[config.mk]
export PLATFORM = sky130hd
export DESIGN_NAME = bus_sequencer_flat
export DESIGN_NICKNAME = d
export VERILOG_FILES = /design/src/rtl/bus_sequencer_if.sv /design/src/rtl/bus_sequencer.sv /design/src/flat_wrapper.sv
export SDC_FILE = /design/constraint.sdc
export NUM_CORES = 1
export LEC_CHECK = 0
export ABC_AREA = 1
export BUFFER_PORTS_ARGS = -buffer_cell sky130_fd_sc_hd__buf_2
export CORE_MARGIN = 5
export CORE_UTILIZATION = 49
export CTS_CLUSTER_DIAMETER = 100
export CTS_CLUSTER_SIZE = 30
export DETAILED_ROUTE_END_ITERATION = 12
export PLACE_DENSITY = 0.81
export SLEW_MARGIN = 20
export SYNTH_ARGS = -nofsm -noshare
export SYNTH_HDL_FRONTEND = slang
export SYNTH_SLANG_ARGS = --single-unit
[constraint.sdc]
create_clock -name clock -period 1.7 [get_ports clock]
set_input_delay 0.51 -clock clock [delete_from_list [all_inputs] [get_ports clock]]
set_output_delay 0.51 -clock clock [all_outputs]
set_load 0.01 [all_outputs]
[src/rtl/bus_sequencer_if.sv]
// Handshake and control bundle between the instruction sequencer and the
// common-bus datapath (IR, PC, register file, A/B operands, ALU).
`default_nettype none

interface bus_sequencer_if;
  logic [7:0] ir;
  logic       alu_zero;
  logic       mem_ack;
  logic       mem_req;
  logic [2:0] bus_sel;
  logic       pc_load_en;
  logic       pc_src;
  logic       ir_load_en;
  logic       rf_write_read;
  logic [1:0] rf_address;
  logic       a_load_en;
  logic       b_load_en;
  logic [2:0] alu_op;
  logic       z_flag;
  logic       halted;
  logic       fault;
  logic       illegal_op;

  modport master (
    input  ir, alu_zero, mem_ack,
    output mem_req, bus_sel, pc_load_en, pc_src, ir_load_en, rf_write_read,
           rf_address, a_load_en, b_load_en, alu_op, z_flag, halted, fault,
           illegal_op
  );

  modport slave (
    output ir, alu_zero, mem_ack,
    input  mem_req, bus_sel, pc_load_en, pc_src, ir_load_en, rf_write_read,
           rf_address, a_load_en, b_load_en, alu_op, z_flag, halted, fault,
           illegal_op
  );
endinterface

`default_nettype wire

[src/rtl/bus_sequencer.sv]
// +--------------------------------------------------------------------------+
// | Module  : bus_sequencer                                                  |
// | Desc    : fetch/decode/execute control FSM for the 8-bit common-bus CPU  |
// |           with memory-request timeout. Optional macro SEQ_STEP_EN adds   |
// |           a single-step input gating each instruction fetch.             |
// | Revision: 1.0                                                            |
// +--------------------------------------------------------------------------+
`default_nettype none

module bus_sequencer #(
  parameter int TIMEOUT_CYCLES  = 16,
  parameter bit HALT_ON_ILLEGAL = 1'b0
) (
  input  logic            clock,
  input  logic            reset,
`ifdef SEQ_STEP_EN
  input  logic            step,
`endif
  bus_sequencer_if.master bus
);

  typedef enum logic [3:0] {
    S_FETCH  = 4'd0,
    S_DECODE = 4'd1,
    S_RD_A   = 4'd2,
    S_RD_B   = 4'd3,
    S_EXEC   = 4'd4,
    S_WB     = 4'd5,
    S_MOV_WB = 4'd6,
    S_IMM    = 4'd7,
    S_HALT   = 4'd8
  } state_t;

  localparam logic [3:0] c_op_nop  = 4'h0;
  localparam logic [3:0] c_op_ldi  = 4'h1;
  localparam logic [3:0] c_op_mov  = 4'h2;
  localparam logic [3:0] c_op_jmp  = 4'h3;
  localparam logic [3:0] c_op_jz   = 4'h4;
  localparam logic [3:0] c_op_halt = 4'h7;

  localparam logic [2:0] c_bus_mem = 3'd2;
  localparam logic [2:0] c_bus_rf  = 3'd3;
  localparam logic [2:0] c_bus_alu = 3'd4;

  localparam logic [7:0] c_tmo_last = 8'(TIMEOUT_CYCLES - 1);

  state_t     state_q, state_d;
  logic       z_flag_q, z_flag_d;
  logic       fault_q, fault_d;
  logic [7:0] tmo_cnt_q, tmo_cnt_d;

  logic       w_fetch_go;
  logic       w_mem_req;
  logic       w_timeout;
  logic [3:0] w_opc;
  logic [1:0] w_rd;
  logic [1:0] w_rs;

  logic [2:0] w_bus_sel;
  logic       w_pc_load_en;
  logic       w_pc_src;
  logic       w_ir_load_en;
  logic       w_rf_write_read;
  logic [1:0] w_rf_address;
  logic       w_a_load_en;
  logic       w_b_load_en;
  logic [2:0] w_alu_op;
  logic       w_illegal_op;

  assign w_opc = bus.ir[7:4];
  assign w_rd  = bus.ir[3:2];
  assign w_rs  = bus.ir[1:0];

`ifdef SEQ_STEP_EN
  // Once a step pulse has launched a request, hold it until ack or timeout.
  logic step_armed_q;
  logic step_armed_d;

  assign w_fetch_go   = step_armed_q | step;
  assign step_armed_d = (state_q == S_FETCH) && w_fetch_go && !bus.mem_ack && !w_timeout;

  always_ff @(posedge clock) begin
    if (reset) begin
      step_armed_q <= 1'b0;
    end else begin
      step_armed_q <= step_armed_d;
    end
  end
`else
  assign w_fetch_go = 1'b1;
`endif

  assign w_mem_req = ((state_q == S_FETCH) && w_fetch_go) || (state_q == S_IMM);
  assign w_timeout = w_mem_req && !bus.mem_ack && (tmo_cnt_q == c_tmo_last);
  assign tmo_cnt_d = (w_mem_req && !bus.mem_ack) ? tmo_cnt_q + 8'd1 : 8'd0;

  always_ff @(posedge clock) begin
    if (reset) begin
      state_q   <= S_FETCH;
      z_flag_q  <= 1'b0;
      fault_q   <= 1'b0;
      tmo_cnt_q <= 8'd0;
    end else begin
      state_q   <= state_d;
      z_flag_q  <= z_flag_d;
      fault_q   <= fault_d;
      tmo_cnt_q <= tmo_cnt_d;
    end
  end

  always_comb begin
    state_d         = state_q;
    z_flag_d        = z_flag_q;
    fault_d         = fault_q;
    w_bus_sel       = 3'd0;
    w_pc_load_en    = 1'b0;
    w_pc_src        = 1'b0;
    w_ir_load_en    = 1'b0;
    w_rf_write_read = 1'b0;
    w_rf_address    = 2'd0;
    w_a_load_en     = 1'b0;
    w_b_load_en     = 1'b0;
    w_alu_op        = 3'd0;
    w_illegal_op    = 1'b0;

    case (state_q)
      S_FETCH: begin
        if (w_mem_req && bus.mem_ack) begin
          w_bus_sel    = c_bus_mem;
          w_ir_load_en = 1'b1;
          w_pc_load_en = 1'b1;
          state_d      = S_DECODE;
        end
      end
      S_DECODE: begin
        if (bus.ir[7]) begin
          state_d = S_RD_A;
        end else begin
          case (w_opc)
            c_op_nop:  state_d = S_FETCH;
            c_op_ldi:  state_d = S_IMM;
            c_op_mov:  state_d = S_RD_A;
            c_op_jmp:  state_d = S_IMM;
            c_op_jz:   state_d = S_IMM;
            c_op_halt: state_d = S_HALT;
            default: begin
              w_illegal_op = 1'b1;
              state_d      = HALT_ON_ILLEGAL ? S_HALT : S_FETCH;
            end
          endcase
        end
      end
      S_RD_A: begin
        w_rf_address = bus.ir[7] ? w_rd : w_rs;
        state_d      = bus.ir[7] ? S_RD_B : S_MOV_WB;
      end
      S_RD_B: begin
        // rd value read in RD_A is on the bus now; rs read is launched.
        w_rf_address = w_rs;
        w_bus_sel    = c_bus_rf;
        w_a_load_en  = 1'b1;
        state_d      = S_EXEC;
      end
      S_EXEC: begin
        w_bus_sel   = c_bus_rf;
        w_b_load_en = 1'b1;
        w_alu_op    = bus.ir[6:4];
        state_d     = S_WB;
      end
      S_WB: begin
        w_alu_op        = bus.ir[6:4];
        w_bus_sel       = c_bus_alu;
        w_rf_address    = w_rd;
        w_rf_write_read = 1'b1;
        z_flag_d        = bus.alu_zero;
        state_d         = S_FETCH;
      end
      S_MOV_WB: begin
        w_bus_sel       = c_bus_rf;
        w_rf_address    = w_rd;
        w_rf_write_read = 1'b1;
        state_d         = S_FETCH;
      end
      S_IMM: begin
        if (bus.mem_ack) begin
          w_bus_sel = c_bus_mem;
          state_d   = S_FETCH;
          case (w_opc)
            c_op_ldi: begin
              w_rf_write_read = 1'b1;
              w_rf_address    = w_rd;
              w_pc_load_en    = 1'b1;
            end
            c_op_jmp: begin
              w_pc_load_en = 1'b1;
              w_pc_src     = 1'b1;
            end
            c_op_jz: begin
              w_pc_load_en = 1'b1;
              w_pc_src     = z_flag_q;
            end
            default: ;
          endcase
        end
      end
      S_HALT: ;
      default: state_d = S_FETCH;
    endcase

    // An ack in the final allowed cycle takes priority over the timeout.
    if (w_timeout) begin
      fault_d = 1'b1;
      state_d = S_HALT;
    end
  end

  assign bus.mem_req       = w_mem_req;
  assign bus.bus_sel       = w_bus_sel;
  assign bus.pc_load_en    = w_pc_load_en;
  assign bus.pc_src        = w_pc_src;
  assign bus.ir_load_en    = w_ir_load_en;
  assign bus.rf_write_read = w_rf_write_read;
  assign bus.rf_address    = w_rf_address;
  assign bus.a_load_en     = w_a_load_en;
  assign bus.b_load_en     = w_b_load_en;
  assign bus.alu_op        = w_alu_op;
  assign bus.z_flag        = z_flag_q;
  assign bus.halted        = (state_q == S_HALT);
  assign bus.fault         = fault_q;
  assign bus.illegal_op    = w_illegal_op;

endmodule

`default_nettype wire

[src/flat_wrapper.sv]
// flat-port wrapper written by rule: the top's interface ports become plain ports
module bus_sequencer_flat 
#(
  parameter int TIMEOUT_CYCLES  = 16,
  parameter bit HALT_ON_ILLEGAL = 1'b0
)
  (clock, reset, bus_ir, bus_alu_zero, bus_mem_ack, bus_mem_req, bus_bus_sel, bus_pc_load_en, bus_pc_src, bus_ir_load_en, bus_rf_write_read, bus_rf_address, bus_a_load_en, bus_b_load_en, bus_alu_op, bus_z_flag, bus_halted, bus_fault, bus_illegal_op);
  bus_sequencer_if bus_i ();
  input  logic clock;
  input  logic reset;
  input wire logic [$bits(bus_i.ir)-1:0] bus_ir;
  input wire logic [$bits(bus_i.alu_zero)-1:0] bus_alu_zero;
  input wire logic [$bits(bus_i.mem_ack)-1:0] bus_mem_ack;
  output wire logic [$bits(bus_i.mem_req)-1:0] bus_mem_req;
  output wire logic [$bits(bus_i.bus_sel)-1:0] bus_bus_sel;
  output wire logic [$bits(bus_i.pc_load_en)-1:0] bus_pc_load_en;
  output wire logic [$bits(bus_i.pc_src)-1:0] bus_pc_src;
  output wire logic [$bits(bus_i.ir_load_en)-1:0] bus_ir_load_en;
  output wire logic [$bits(bus_i.rf_write_read)-1:0] bus_rf_write_read;
  output wire logic [$bits(bus_i.rf_address)-1:0] bus_rf_address;
  output wire logic [$bits(bus_i.a_load_en)-1:0] bus_a_load_en;
  output wire logic [$bits(bus_i.b_load_en)-1:0] bus_b_load_en;
  output wire logic [$bits(bus_i.alu_op)-1:0] bus_alu_op;
  output wire logic [$bits(bus_i.z_flag)-1:0] bus_z_flag;
  output wire logic [$bits(bus_i.halted)-1:0] bus_halted;
  output wire logic [$bits(bus_i.fault)-1:0] bus_fault;
  output wire logic [$bits(bus_i.illegal_op)-1:0] bus_illegal_op;
  assign bus_i.ir = bus_ir;
  assign bus_i.alu_zero = bus_alu_zero;
  assign bus_i.mem_ack = bus_mem_ack;
  assign bus_mem_req = bus_i.mem_req;
  assign bus_bus_sel = bus_i.bus_sel;
  assign bus_pc_load_en = bus_i.pc_load_en;
  assign bus_pc_src = bus_i.pc_src;
  assign bus_ir_load_en = bus_i.ir_load_en;
  assign bus_rf_write_read = bus_i.rf_write_read;
  assign bus_rf_address = bus_i.rf_address;
  assign bus_a_load_en = bus_i.a_load_en;
  assign bus_b_load_en = bus_i.b_load_en;
  assign bus_alu_op = bus_i.alu_op;
  assign bus_z_flag = bus_i.z_flag;
  assign bus_halted = bus_i.halted;
  assign bus_fault = bus_i.fault;
  assign bus_illegal_op = bus_i.illegal_op;
  bus_sequencer #(.TIMEOUT_CYCLES(TIMEOUT_CYCLES), .HALT_ON_ILLEGAL(HALT_ON_ILLEGAL)) u_core (.clock(clock), .reset(reset), .bus(bus_i));
endmodule
==> results of run 1 <==
[worst max-delay path: stages, from the launching register on]
cell,delay (ns)
dfxtp_4,0.37
nor2_4,0.17
inv_4,0.07
nor3_4,0.19
nor2_2,0.07
nand3_2,0.07
nand2_1,0.06
nand2_1,0.05
buf_2,0.12
[final cells by class]
class	count	share of cell area [%]
multi-input cells	102	42.6
repair buffers	58	26.1
well taps	25	2.10
inverters	28	7.21
flip-flops and latches	14	19.6
clock buffers	4	2.43
[path summary, 6_finish.rpt]
check             cells past startpoint           startpoint                  end  slack (ns)
setup / recovery                      8    u_core.state_q[3]    bus_rf_address[0]       -0.27
hold reg to reg                       1  u_core.tmo_cnt_q[0]  u_core.tmo_cnt_q[0]        0.45
setup reg to reg                      8  u_core.tmo_cnt_q[0]    u_core.state_q[2]        0.27
hold / removal                        2                reset     u_core.bus.fault        0.40
[state kept, by name (all words and copies together), names as in the netlist]
register,cells
u_core.bus.fault,1
u_core.bus.z_flag,1
u_core.state_q,4
u_core.tmo_cnt_q,8
[synth_stat cells]
library cell / count
a21oi_1: 6
nor2_2: 2
nand3b_1: 2
xnor2_1: 1
nor2_1: 24
inv_2: 1
dfxtp_1: 14
nor3b_2: 2
nor3_2: 2
nor2_4: 1
nand2_1: 34
nand3_1: 8
nor3_1: 5
nand4_1: 3
buf_6: 1
inv_1: 27
nand4_2: 1
and3_1: 1
a21oi_2: 1
nor3_4: 1
xor2_1: 1
ha_1: 1
nand2_2: 2
o21ai_0: 4
[through the flow]
step / instance area [um2] / hold WS, ns / util [%] / std cells / setup slack (ns)
2_1_floorplan: 918 / 0.418 / - / 145 / 0.0339
3_3_place_gp: 1260 / 0.430 / 72.3 / 222 / -0.115
3_5_place_dp: 1260 / 0.437 / 72.3 / 222 / -0.189
4_1_cts: 1430 / 0.388 / 81.7 / 229 / -0.233
5_1_grt: 1490 / 0.402 / 85.5 / 231 / -0.341
6_report: 1490 / 0.399 / 85.5 / 231 / -0.270
[placed cells by master, fill, tap and decap left out, drive strengths merged]
cell type / count
a21oi: 7
and3: 1
buf: 58
clkbuf: 4
dfxtp: 14
ha: 1
inv: 28
nand2: 36
nand3: 8
nand3b: 2
nand4: 4
nor2: 27
nor3: 8
nor3b: 2
o21ai: 4
xnor2: 1
xor2: 1
[power groups by stage]
stage	registers, uW	clock network [uW]	logic, uW
6_report	395	236	714
5_1_grt	402	258	773
4_1_cts	387	241	638
3_5_place_dp	388	0	520
3_3_place_gp	387	0	509
2_1_floorplan	380	0	315
[per-layer routing]
metal / share of wire, % / vias up
li1: - / 576
met2: 56 / 38
met4: 1.2 / 0
met5: 0 / -
met3: 6.1 / 4
met1: 36 / 522
[cells by family (layout without fill, tap and decap cells)]
family                     count (synthesis)  after routing  share of synthesized area, %
DFF                                       14             14                          30.5
buffers and inverters                     29             90                          12.7
and+or+nand+nor                           88             88                          47.1
adders and majority gates                  1              1                          1.36
AOI/OAI and AO/OA                         11             11                          6.40
xor gates and xnor gates                   2              2                          1.91
[timing repair]
action | in CTS | in global routing
buffers inserted | 3 | 3
pin swaps | 4 | 4
endpoints found under the setup margin | 13 | 17
resized for setup | 34 | 14
hold endpoints to repair | 0 | 0
==> impl_metrics.tcl, run 1 <==
set metrics [dict create \
    outcome "finished, violations left" \
    violations "setup timing" \
    clk_path_buf_depth 2 \
    path_clk_slew_ns 0.09 \
    fp.dieArea_um2 2840 \
    vdd_drop_max_uv 807 \
    ys_ff_latch 14 \
    synth_nets 158 \
    fp.dieH_um 53.3 \
    seq_area_frac_synth_pct 30.5 \
    routabilityCongestion 0.820 \
    avgSynthCellArea_um2 6.33 \
    io-pin-count 31 \
    synth_area_um2 918 \
    p_int_uw 808 \
    hpwl_mm 2.14 \
    syn-instance-count 145 \
    grt.met3_usage_pct 3.38 \
    grt_pass1_vias 1049 \
    gr-usage-all-layers_pct 21.6 \
    drv_cap 0 \
    via_count 1140 \
    yosysTopAreaCellShare_pct 30.5 \
    max_freq_ghz 0.508 \
    avgViaCountPerCell 4.94 \
    cts_tree "done" \
    tightestPinTransition_ns 0.328 \
    wl_mm 2.90 \
    start_util_pct 52.6 \
    busiest_layer "met2" \
    p_clk_share_pct 17.5 \
    area_growth_pct 62.5 \
    multi_input_area_um2 636 \
    core_um2 1750 \
    drt_iter0_markers 26 \
    grtUsageMet1_pct 22.4 \
    pwr-share-comb_pct 53.1 \
    hold_buffers 0 \
    p_total_uw 1350 \
    p_leak_uw 0.000817 \
    cp-end-kind "output port" \
    die_x_um 53.3 \
    grt_overflow 0 \
    skew_ns 0.00905 \
    postRouteAntennaNets 0 \
    setup-violations-final 14 \
    setup_slack_ns -0.270 \
    swShare_pct 39.9 \
    use_met2_pct 41.6 \
    ys_warn_count 0 \
    htree_levels 1 \
    p_per_area_nw_per_um2 901 \
    required_ns 1.19 \
    grt_max_degree 9 \
    cp-start-kind "register" \
    min_path_type "input pin to register" \
    p_seq_share_pct 29.4 \
    cts_buffers 3 \
    ys_types 24 \
    drtPass1Iterations 4 \
    fin_tns_setup_ns -2.35 \
    drive_above_1_share_pct 50.0 \
    fin_crit_ns 1.97 \
    synthTopCellsByArea "dfxtp_1 (31%), nand2_1 (14%), inv_1 (11%), nor2_1 (9.8%), nand3_1 (4.4%)" \
    cts.sink_count 14 \
    worstSkewPairLatency_ns 0.28 \
    maxSlewViolCount 0 \
    maxSlewHeadroom_pct 78.0 \
    hold_violations 0 \
    diodes 0 \
    nNetsFinal 220 \
    p_switching_uw 537 \
    arrival_ns 1.46 \
    cts_root_buf "clkbuf_4" \
    worstSetupPathType "register to output port" \
    yosysTopAreaCell "dfxtp_1" \
    drc_errors 0 \
    register_area_um2 293 \
    grt_setup_unrepaired "true" \
    post-route-period-util_pct 116 \
    fill_cells 101 \
    crit_fanout 3 \
    antenna_found_initial 0 \
    grt_pass1_wl_mm 4.51 \
    routedWlPerCell_um 12.5 \
    num_rows 15 \
    numPortBuffers 30 \
]
Note: power is estimated with default switching activity, not from simulation.
==> run 2, diff against run 1 <==
- CTS_BUF_LIST: default -> sky130_fd_sc_hd__clkbuf_16
==> impl_metrics.tcl, run 2 (synthesis gave the netlist of run 1 again) <==
set metrics [dict create \
    core_um2 1750 \
    violations "setup timing" \
    final_area_um2 1570 \
    drt_iter0_markers 53 \
    p_leak_uw 0.000854 \
    io-pin-count 31 \
    tightestPinTransition_ns 0.320 \
    cts_tree "done" \
    wl_mm 3.75 \
    p_clk_share_pct 27.3 \
    cp-start-kind "register" \
    hpwl_mm 2.14 \
    regToRegSetupSlack_ns 0.17 \
    fp.dieH_um 53.3 \
    max_flop_register "u_core.tmo_cnt_q" \
    final_cells 235 \
    pwr-share-comb_pct 48.4 \
    crit_fanout 3 \
    layout_common_cells "buf_4 (31), nand2_1 (26), buf_2 (26)" \
    arrival_ns 1.43 \
    gr-usage-all-layers_pct 26.0 \
    area_growth_pct 70.8 \
    dpl_cell_area_um2 1260 \
    drtPass1Iterations 4 \
    p_total_uw 1630 \
    grt_pass1_vias 1160 \
    cts_root_buf "clkbuf_16" \
    grt_pass1_wl_mm 5.32 \
    r2r_cells 10 \
    antenna_found_initial 0 \
    largest_reg_flops 8 \
    multi_input_area_um2 639 \
    crit_path_cell_trace "inv_2, nor2_4, inv_4, nor2_4, nor2_2, inv_1, nor2_2, nand2_1, buf_2" \
    avgViaCountPerCell 5.32 \
    clk_path_buf_depth 2 \
    path_clk_slew_ns 0.05 \
    cp-end-kind "output port" \
    max_stage_delay_ns 0.32 \
    p_seq_share_pct 24.3 \
    cts.sink_count 14 \
    dp_cells 222 \
    post-route-period-util_pct 114 \
    start_util_pct 52.6 \
    grt_max_degree 9 \
    worstSetupPathType "register to output port" \
    grt_setup_unrepaired "true" \
    swShare_pct 38.0 \
    drv_cap 0 \
    routabilityCongestion 0.820 \
    p_int_uw 1010 \
    diodes 0 \
    fp.dieArea_um2 2840 \
    hold_end "u_core.tmo_cnt_q[0]" \
    fill_cells 77 \
    postRouteAntennaNets 0 \
    p_per_area_nw_per_um2 1040 \
    vdd_drop_max_uv 772 \
    slowest_stage "dfxtp_2" \
    skew_ns 0.00512 \
    drive_above_1_share_pct 51.0 \
    die_x_um 53.3 \
    layout_commonest_cell "buf_4" \
    numPortBuffers 30 \
    max_freq_ghz 0.515 \
    required_ns 1.19 \
    reg2reg_from "u_core.state_q[2]" \
    cts_buffers 3 \
    via_count 1251 \
    r2r_end "u_core.state_q[0]" \
    hold_buffers 0 \
    p_switching_uw 618 \
    setup-violations-final 14 \
    post-route-util_pct 89.9 \
    setup_slack_ns -0.242 \
    hold_depth 1 \
    grt_overflow 0 \
    min_path_type "register to register" \
    fin_crit_ns 1.94 \
    reg_top3 "u_core.tmo_cnt_q x8, u_core.state_q x4" \
    num_rows 15 \
    hold_path_startpoint "u_core.tmo_cnt_q[0]" \
    maxSlewHeadroom_pct 78.5 \
    hold_violations 0 \
    maxSlewViolCount 0 \
    worstSkewPairLatency_ns 0.24 \
    nNetsFinal 224 \
    routedWlPerCell_um 16.0 \
    htree_levels 1 \
    register_area_um2 293 \
    drc_errors 0 \
    fin_tns_setup_ns -1.86 \
    outcome "finished, violations left" \
]
-- run 2: routing by layer --
| layer | wire length [um] | GRT usage (%) | vias up |
|---|---|---|---|
| met3 | 309 | 5.35 | 25 |
| met4 | 176 | 11.1 | 0 |
| li1 | - | - | 580 |
| met1 | 1310 | 26.1 | 564 |
| met2 | 1950 | 50.2 | 82 |
| met5 | 0 | 0 | - |
-- run 2: cell type report --
cell class              instances  share of cell area [%]
clock buffers                   3                    4.78
repair buffers                 62                    26.7
inverters                      28                    6.86
multi-input cells             102                    40.7
clock inverters                 1                   0.239
well taps                      25                    1.99
flip-flops and latches         14                    18.7
-- run 2: repair_timing --
item	4_1_cts	5_1_grt
setup endpoints to repair	13	16
gates resized for setup	41	9
endpoints found under the hold margin	0	0
setup buffers	4	5
pin swaps	9	3
-- run 2: per-stage QoR --
stage	worst slack (ns)	hold slack (ns)
floorplan	0.0339	0.418
global placement	-0.115	0.430
detailed placement	-0.189	0.437
CTS	-0.175	0.447
global route	-0.291	0.463
finish	-0.242	0.444
-- run 2: how the worst max path moves through the flow --
stage,slack (ns),start,end
detailed placement,-0.19,bus_ir[6],bus_rf_address[1]
floorplan,0.03,bus_ir[6],bus_rf_address[0]
global route,-0.29,u_core.state_q[2],bus_rf_address[0]
CTS,-0.18,u_core.state_q[3],bus_rf_address[1]
finish,-0.24,u_core.state_q[2],bus_bus_sel[1]
global placement,-0.11,bus_ir[6],bus_pc_load_en
-- run 2: critical path: cells and delay by family, from the launching register on --
| family | cells | cell delay [ns] |
|---|---|---|
| buf+inv | 4 | 0.39 |
| simple gates | 5 | 0.46 |
| flops | 1 | 0.32 |
-- run 2: power groups by stage --
stage | Sequential [uW] | Clock (uW) | Combinational [uW]
final | 395 | 445 | 787
after global routing | 400 | 469 | 834
after CTS | 394 | 440 | 689
after detailed placement | 388 | 0 | 520
after global placement | 387 | 0 | 509
after floorplan | 380 | 0 | 315
